[config.mk]
export PLATFORM = sky130hd
export DESIGN_NAME = seq_counter_flat
export DESIGN_NICKNAME = d
export VERILOG_FILES = /design/src/rtl/seq_counter_if.sv /design/src/rtl/seq_counter.sv /design/src/flat_wrapper.sv
export SDC_FILE = /design/constraint.sdc
export NUM_CORES = 1
export LEC_CHECK = 0
export ABC_AREA = 1
export CORE_MARGIN = 2
export CORE_UTILIZATION = 52
export DETAILED_ROUTE_END_ITERATION = 6
export HOLD_SLACK_MARGIN = 0.03
export MAX_ROUTING_LAYER = met4
export PLACE_DENSITY = 0.82
export SETUP_SLACK_MARGIN = 0.1
export SLEW_MARGIN = 20
export SYNTH_ARGS = -nofsm -noshare
export SYNTH_HDL_FRONTEND = slang
export SYNTH_SLANG_ARGS = --single-unit
[constraint.sdc]
create_clock -name clk -period 2.6 [get_ports clk]
set_clock_uncertainty 0.2 [all_clocks]
set_input_delay 0.52 -clock clk [delete_from_list [all_inputs] [get_ports clk]]
set_output_delay 0.52 -clock clk [all_outputs]
set_load 0.01 [all_outputs]
[src/rtl/seq_counter_if.sv]
// Control/status bundle for seq_counter. epoch is present only when SEQ_EPOCH_EN is defined.
interface seq_counter_if #(
  parameter int unsigned WIDTH   = 5,
  parameter int unsigned EPOCH_W = 8
);
  logic             start;
  logic             stop;
  logic             en;
  logic             mode;
  logic             dir;
  logic [WIDTH-1:0] len;
  logic             load;
  logic [WIDTH-1:0] load_val;
  logic [WIDTH-1:0] count;
  logic             tc;
  logic             wrap;
  logic             busy;
  logic             done;
`ifdef SEQ_EPOCH_EN
  logic [EPOCH_W-1:0] epoch;
`endif

  modport master (
    output start, stop, en, mode, dir, len, load, load_val,
    input  count, tc, wrap, busy, done
`ifdef SEQ_EPOCH_EN
    , input epoch
`endif
  );

  modport slave (
    input  start, stop, en, mode, dir, len, load, load_val,
    output count, tc, wrap, busy, done
`ifdef SEQ_EPOCH_EN
    , output epoch
`endif
  );
endinterface

[src/rtl/seq_counter.sv]
// Programmable-modulus up/down sequencing counter with IDLE/RUN/DONE handshake.
// Define SEQ_EPOCH_EN to add the epoch (wrap count) register and port.
module seq_counter #(
  parameter int unsigned WIDTH       = 5,
  parameter int unsigned DEFAULT_LEN = 20,
  parameter int unsigned EPOCH_W     = 8
) (
  input logic           clk,
  input logic           rst,
  seq_counter_if.slave  bus
);

  typedef enum logic [1:0] {StIdle, StRun, StDone} state_e;

  state_e           state_q, state_d;
  logic [WIDTH-1:0] count_q, count_d;
  logic [WIDTH-1:0] len_q, len_d;
  logic             mode_q, mode_d;
  logic             dir_q, dir_d;

  logic [WIDTH-1:0] last;
  logic [WIDTH-1:0] new_last;
  logic             at_term;
  logic             running;
  logic             tc;
  logic             wrap;

  // len of 0 wraps to all ones here, giving the full 2^WIDTH range
  assign last     = len_q - WIDTH'(1);
  assign new_last = bus.len - WIDTH'(1);
  assign at_term  = dir_q ? (count_q == '0) : (count_q == last);
  assign running  = (state_q == StRun);
  assign tc       = running && at_term;
  assign wrap     = tc && bus.en;

  always_comb begin
    state_d = state_q;
    count_d = count_q;
    len_d   = len_q;
    mode_d  = mode_q;
    dir_d   = dir_q;

    if (bus.stop) begin
      state_d = StIdle;
    end else if (bus.start) begin
      len_d   = bus.len;
      mode_d  = bus.mode;
      dir_d   = bus.dir;
      count_d = bus.dir ? new_last : '0;
      state_d = StRun;
    end else begin
      unique case (state_q)
        StIdle: begin
          state_d = StIdle;
        end
        StRun: begin
          if (bus.load) begin
            count_d = (bus.load_val > last) ? last : bus.load_val;
          end else if (bus.en) begin
            if (!at_term) begin
              count_d = dir_q ? (count_q - WIDTH'(1)) : (count_q + WIDTH'(1));
            end else if (!mode_q) begin
              count_d = dir_q ? last : '0;
            end else begin
              state_d = StDone;
            end
          end
        end
        StDone: begin
          state_d = StIdle;
        end
        default: begin
          state_d = StIdle;
        end
      endcase
    end
  end

  always_ff @(posedge clk or posedge rst) begin
    if (rst) begin
      state_q <= StIdle;
      count_q <= '0;
      len_q   <= WIDTH'(DEFAULT_LEN);
      mode_q  <= 1'b0;
      dir_q   <= 1'b0;
    end else begin
      state_q <= state_d;
      count_q <= count_d;
      len_q   <= len_d;
      mode_q  <= mode_d;
      dir_q   <= dir_d;
    end
  end

`ifdef SEQ_EPOCH_EN
  logic [EPOCH_W-1:0] epoch_q, epoch_d;

  // an accepted start clears epoch even if a wrap coincides with it
  always_comb begin
    epoch_d = epoch_q;
    if (!bus.stop && bus.start) begin
      epoch_d = '0;
    end else if (wrap) begin
      epoch_d = epoch_q + EPOCH_W'(1);
    end
  end

  always_ff @(posedge clk or posedge rst) begin
    if (rst) begin
      epoch_q <= '0;
    end else begin
      epoch_q <= epoch_d;
    end
  end

  assign bus.epoch = epoch_q;
`endif

  assign bus.count = count_q;
  assign bus.tc    = tc;
  assign bus.wrap  = wrap;
  assign bus.busy  = running;
  assign bus.done  = (state_q == StDone);

endmodule

[src/flat_wrapper.sv]
// flat-port wrapper written by rule: the top's interface ports become plain ports
module seq_counter_flat 
#(
  parameter int unsigned WIDTH       = 5,
  parameter int unsigned DEFAULT_LEN = 20,
  parameter int unsigned EPOCH_W     = 8
)
  (clk, rst, bus_start, bus_stop, bus_en, bus_mode, bus_dir, bus_len, bus_load, bus_load_val, bus_count, bus_tc, bus_wrap, bus_busy, bus_done);
  seq_counter_if #(.WIDTH(WIDTH), .EPOCH_W(EPOCH_W)) bus_i ();
  input logic clk;
  input logic rst;
  input wire logic [$bits(bus_i.start)-1:0] bus_start;
  input wire logic [$bits(bus_i.stop)-1:0] bus_stop;
  input wire logic [$bits(bus_i.en)-1:0] bus_en;
  input wire logic [$bits(bus_i.mode)-1:0] bus_mode;
  input wire logic [$bits(bus_i.dir)-1:0] bus_dir;
  input wire logic [$bits(bus_i.len)-1:0] bus_len;
  input wire logic [$bits(bus_i.load)-1:0] bus_load;
  input wire logic [$bits(bus_i.load_val)-1:0] bus_load_val;
  output wire logic [$bits(bus_i.count)-1:0] bus_count;
  output wire logic [$bits(bus_i.tc)-1:0] bus_tc;
  output wire logic [$bits(bus_i.wrap)-1:0] bus_wrap;
  output wire logic [$bits(bus_i.busy)-1:0] bus_busy;
  output wire logic [$bits(bus_i.done)-1:0] bus_done;
  assign bus_i.start = bus_start;
  assign bus_i.stop = bus_stop;
  assign bus_i.en = bus_en;
  assign bus_i.mode = bus_mode;
  assign bus_i.dir = bus_dir;
  assign bus_i.len = bus_len;
  assign bus_i.load = bus_load;
  assign bus_i.load_val = bus_load_val;
  assign bus_count = bus_i.count;
  assign bus_tc = bus_i.tc;
  assign bus_wrap = bus_i.wrap;
  assign bus_busy = bus_i.busy;
  assign bus_done = bus_i.done;
  seq_counter #(.WIDTH(WIDTH), .DEFAULT_LEN(DEFAULT_LEN), .EPOCH_W(EPOCH_W)) u_core (.clk(clk), .rst(rst), .bus(bus_i));
endmodule
==> impl_results.md <==
- Top cell type's share of synthesized area: 20.6%
- Starting Density: 53.9%
- Worst Path Max Fanout: 4
- PortBufs: 26
- Critical Path Max Stage Delay: about 0.40 ns
- Fmax: 394 MHz
- Main area contributors after synthesis: dfrtp_1 (21%), nand2_1 (10%), nand3_1 (9.6%)
- R2R depth: 17
- Tot GR Track Use: 25.6%
- Critical path type: register to output port
- GPL Wtd Cong: between 0.8 and 0.9
- Worst Path Required: 1.88 ns
- Worst setup EP type: output port
- Antenna Cells: 0
- Tmin final: 2.54 ns
- H-tree depth: 1
- Remaining Overflow, GRT: 0
- Die area: ~3200 µm²
- Yosys reg bits: 14
- Power per cell area: slightly below 600 nW/µm²
- RSZ-0062 raised after global routing: yes
- TritonCTS clock tree: built
- DRC: 0
- Crit-path cells: inv_2 > ha_4 > inv_1 > nand2_2 > nand2_2 > nand2_2 > nand2_2 > nor2_4 > nand4_4 > nand2_4 > inv_4 > nor3_2 > buf_2
- Post-route ant nets: 0
- Num ports: 27
- Post-Layout Inst Area: 2020 µm²
- Largest net degree at the start of global routing: 15
- Root Driver: clkbuf_4
- MaxCap Viol Count: 0
- Router iterations before antenna repair: 4
- Mapped cell area: ~1500 µm²
- Worst skew pair latency: ~0.28 ns
- Final Cycle Share: between 90% and 100%
- Post-DP HPWL: 2.92 mm
- Crit path launch type: register
- CP Launch Point: u_core.len_q[0]
- Pleak: ~1.0 nW
- Fill count: 231
- Worst hold path class: register to register
- First-pass GRT wire length: 6.36 mm
- Die X: 57.0 µm
- Vias in the first global route: between 1,000 and 1,500
- Area of the multi-input gates: 1010 µm²
- Routed via count: 1,559
- Reg2Reg Setup Slack: 0.25 ns
- Die height: 57.0 µm
- Syn Nets: 244
- Final WL: about 3.6 mm
- R2R Path Start: u_core.len_q[0]
- Final Hold Vio Count: 0
- Initial drt markers: 65
- Critical path arrival: between 1.5 and 2 ns
- Area of the core: 2710 µm²
- Maximum clock insertion buffer count: 2
- Area post-placement: 1900 µm²
- Register Area: 353 µm²
- Non-filler cells, final: 298
- Max IR drop VDD: 0.483 mV
- CTS Buf Count: 3
- Crit path depth: 13
- Antenna violations before repair: 0
- Ratio of cells with drive above 1 in the final layout: 27.3%
- WHS Path Cells: 2
- Final Net Count: 296
- Total Power: ~1.2 mW
- Sequential cell area fraction in the yosys report: 24.2%
- Mean post-synth cell area: 6.76 µm²
- Post-synth cell types: 31
- Hold path start: u_core.len_q[4]
- Cell row count: 19
- Slowest-stage cell, CP: dfrtp_1
- Final Max Tran Viols: 0
- Cells after Synth: 216
- Worst-margin pin slew: roughly 0.50 ns
- Placed insts: 291
- CTS Sinks: 14
- Clk slew on worst S/H paths: 0.08 ns
- Layout area overhead: 38.0%
- Largest area contributor in the netlist: dfrtp_1
- Buffers & Inverters on Critical Path: 4
- Routed len/inst: 12.1 µm
- Status: finished clean
- Most common cell on crit path: nand2_2
- Routed vias/inst: 5.23
- Synthesis Warnings: 0
- Delay-heaviest family, CP: simple AND/OR/NAND/NOR gates
- Slew margin rel.: 66.5%
- # setup viols final: 0
## placed cells by master (no fill, tap or decap), drive strengths merged
cell type / netlist / routed
nand2: 55 / 55
inv: 37 / 37
nand3: 31 / 31
buf: 2 / 27
clkdlybuf4s50: 0 / 24
nor2: 23 / 23
a21oi: 17 / 17
dfrtp: 12 / 12
ha: 9 / 9
o21ai: 6 / 6
nand4: 4 / 4
clkbuf: 2 / 4
xnor2: 3 / 3
xor2: 2 / 2
nor3b: 2 / 2
dfstp: 2 / 2
nor3: 2 / 2
nor4: 1 / 1
mux2: 1 / 1
o21bai: 1 / 1
o31ai: 1 / 1
or2: 1 / 1
a31oi: 1 / 1
fa: 1 / 1
## power by group
group	switching [mW]	internal, mW	total (mW)
Sequential	0.0315	0.257	0.288
Combinational	0.387	0.342	0.730
Clock	0.0717	0.0853	0.157
Total	0.490	0.684	1.17
## sequential cells by signal, indices dropped and copies added (netlist names)
register / count
u_core.mode_q: 1
u_core.state_q: 2
u_core.dir_q: 1
u_core.len_q: 5
u_core.bus.count: 5
## cells in the mapped netlist (all sizes together)
library cell,n
a21oi,17
a31oi,1
buf,2
clkbuf,2
dfrtp,12
dfstp,2
fa,1
ha,9
inv,37
mux2,1
nand2,55
nand3,31
nand4,4
nor2,23
nor3,2
nor3b,2
nor4,1
o21ai,6
o21bai,1
o31ai,1
or2,1
xnor2,3
xor2,2
## routing by layer
metal | wire length (µm) | global-route usage [%] | vias to the layer above
met4 | 54 | 7.64 | 0
met3 | 110 | 3.63 | 7
met5 | 0 | - | -
li1 | - | - | 798
met1 | 1650 | 33.5 | 726
met2 | 1790 | 41.4 | 28
## what timing repair did
action                                 CTS  global route
hold buffers                             0             0
pin swaps                                3             9
setup buffers                            1             2
gates cloned                             0             0
setup endpoints to repair                2             6
endpoints found under the hold margin    0             0
resized for setup                       13             7
## final timing paths
kind / to
worst max-delay path: bus_wrap
worst min-delay path: u_core.len_q[4]
worst max register to register: u_core.bus.count[0]
worst min register to register: u_core.len_q[4]
max in group asynchronous: u_core.len_q[2]
min in group asynchronous: u_core.dir_q
## worst register-to-register path: cells and delay by family (launching register included)
kind            cells  cell delay [ns]
buf+inv             4             0.38
compound gates      2             0.25
fa+ha+maj           2             0.37
simple gates        9             0.71
flops               1             0.40
## logic make-up (layout without fill, tap and decap cells)
logic type	after synthesis	count (layout)	share of synthesized area [%]
AOI/OAI and AO/OA	26	26	9.34
xor gates and xnor gates	5	5	3.00
adders and majority gates	10	10	9.08
buffers and inverters	41	92	11.1
DFF	14	14	24.2
muxes	1	1	0.771
and+or+nand+nor	119	119	42.5
## stage by stage
step | TNS (ns) | setup WS [ns] | util [%] | hold WS [ns]
after floorplan | 0 | 0.229 | - | 0.208
after global placement | -0.0728 | -0.0722 | 70.1 | 0.299
after CTS | 0 | 0.0584 | 72.4 | 0.326
after global routing | -0.131 | -0.0826 | 74.4 | 0.368
after detailed placement | -0.245 | -0.175 | 70.1 | 0.309
final | 0 | 0.0625 | 74.4 | 0.324
## layout make-up
type	count	area share, %
Multi-Input combinational cell	161	50.0
Timing Repair Buffer	51	21.7
Sequential cell	14	17.5
Inverter	37	7.01
Tap cell	31	1.92
Clock buffer	4	1.80
Note: power is estimated with default switching activity, not from simulation.
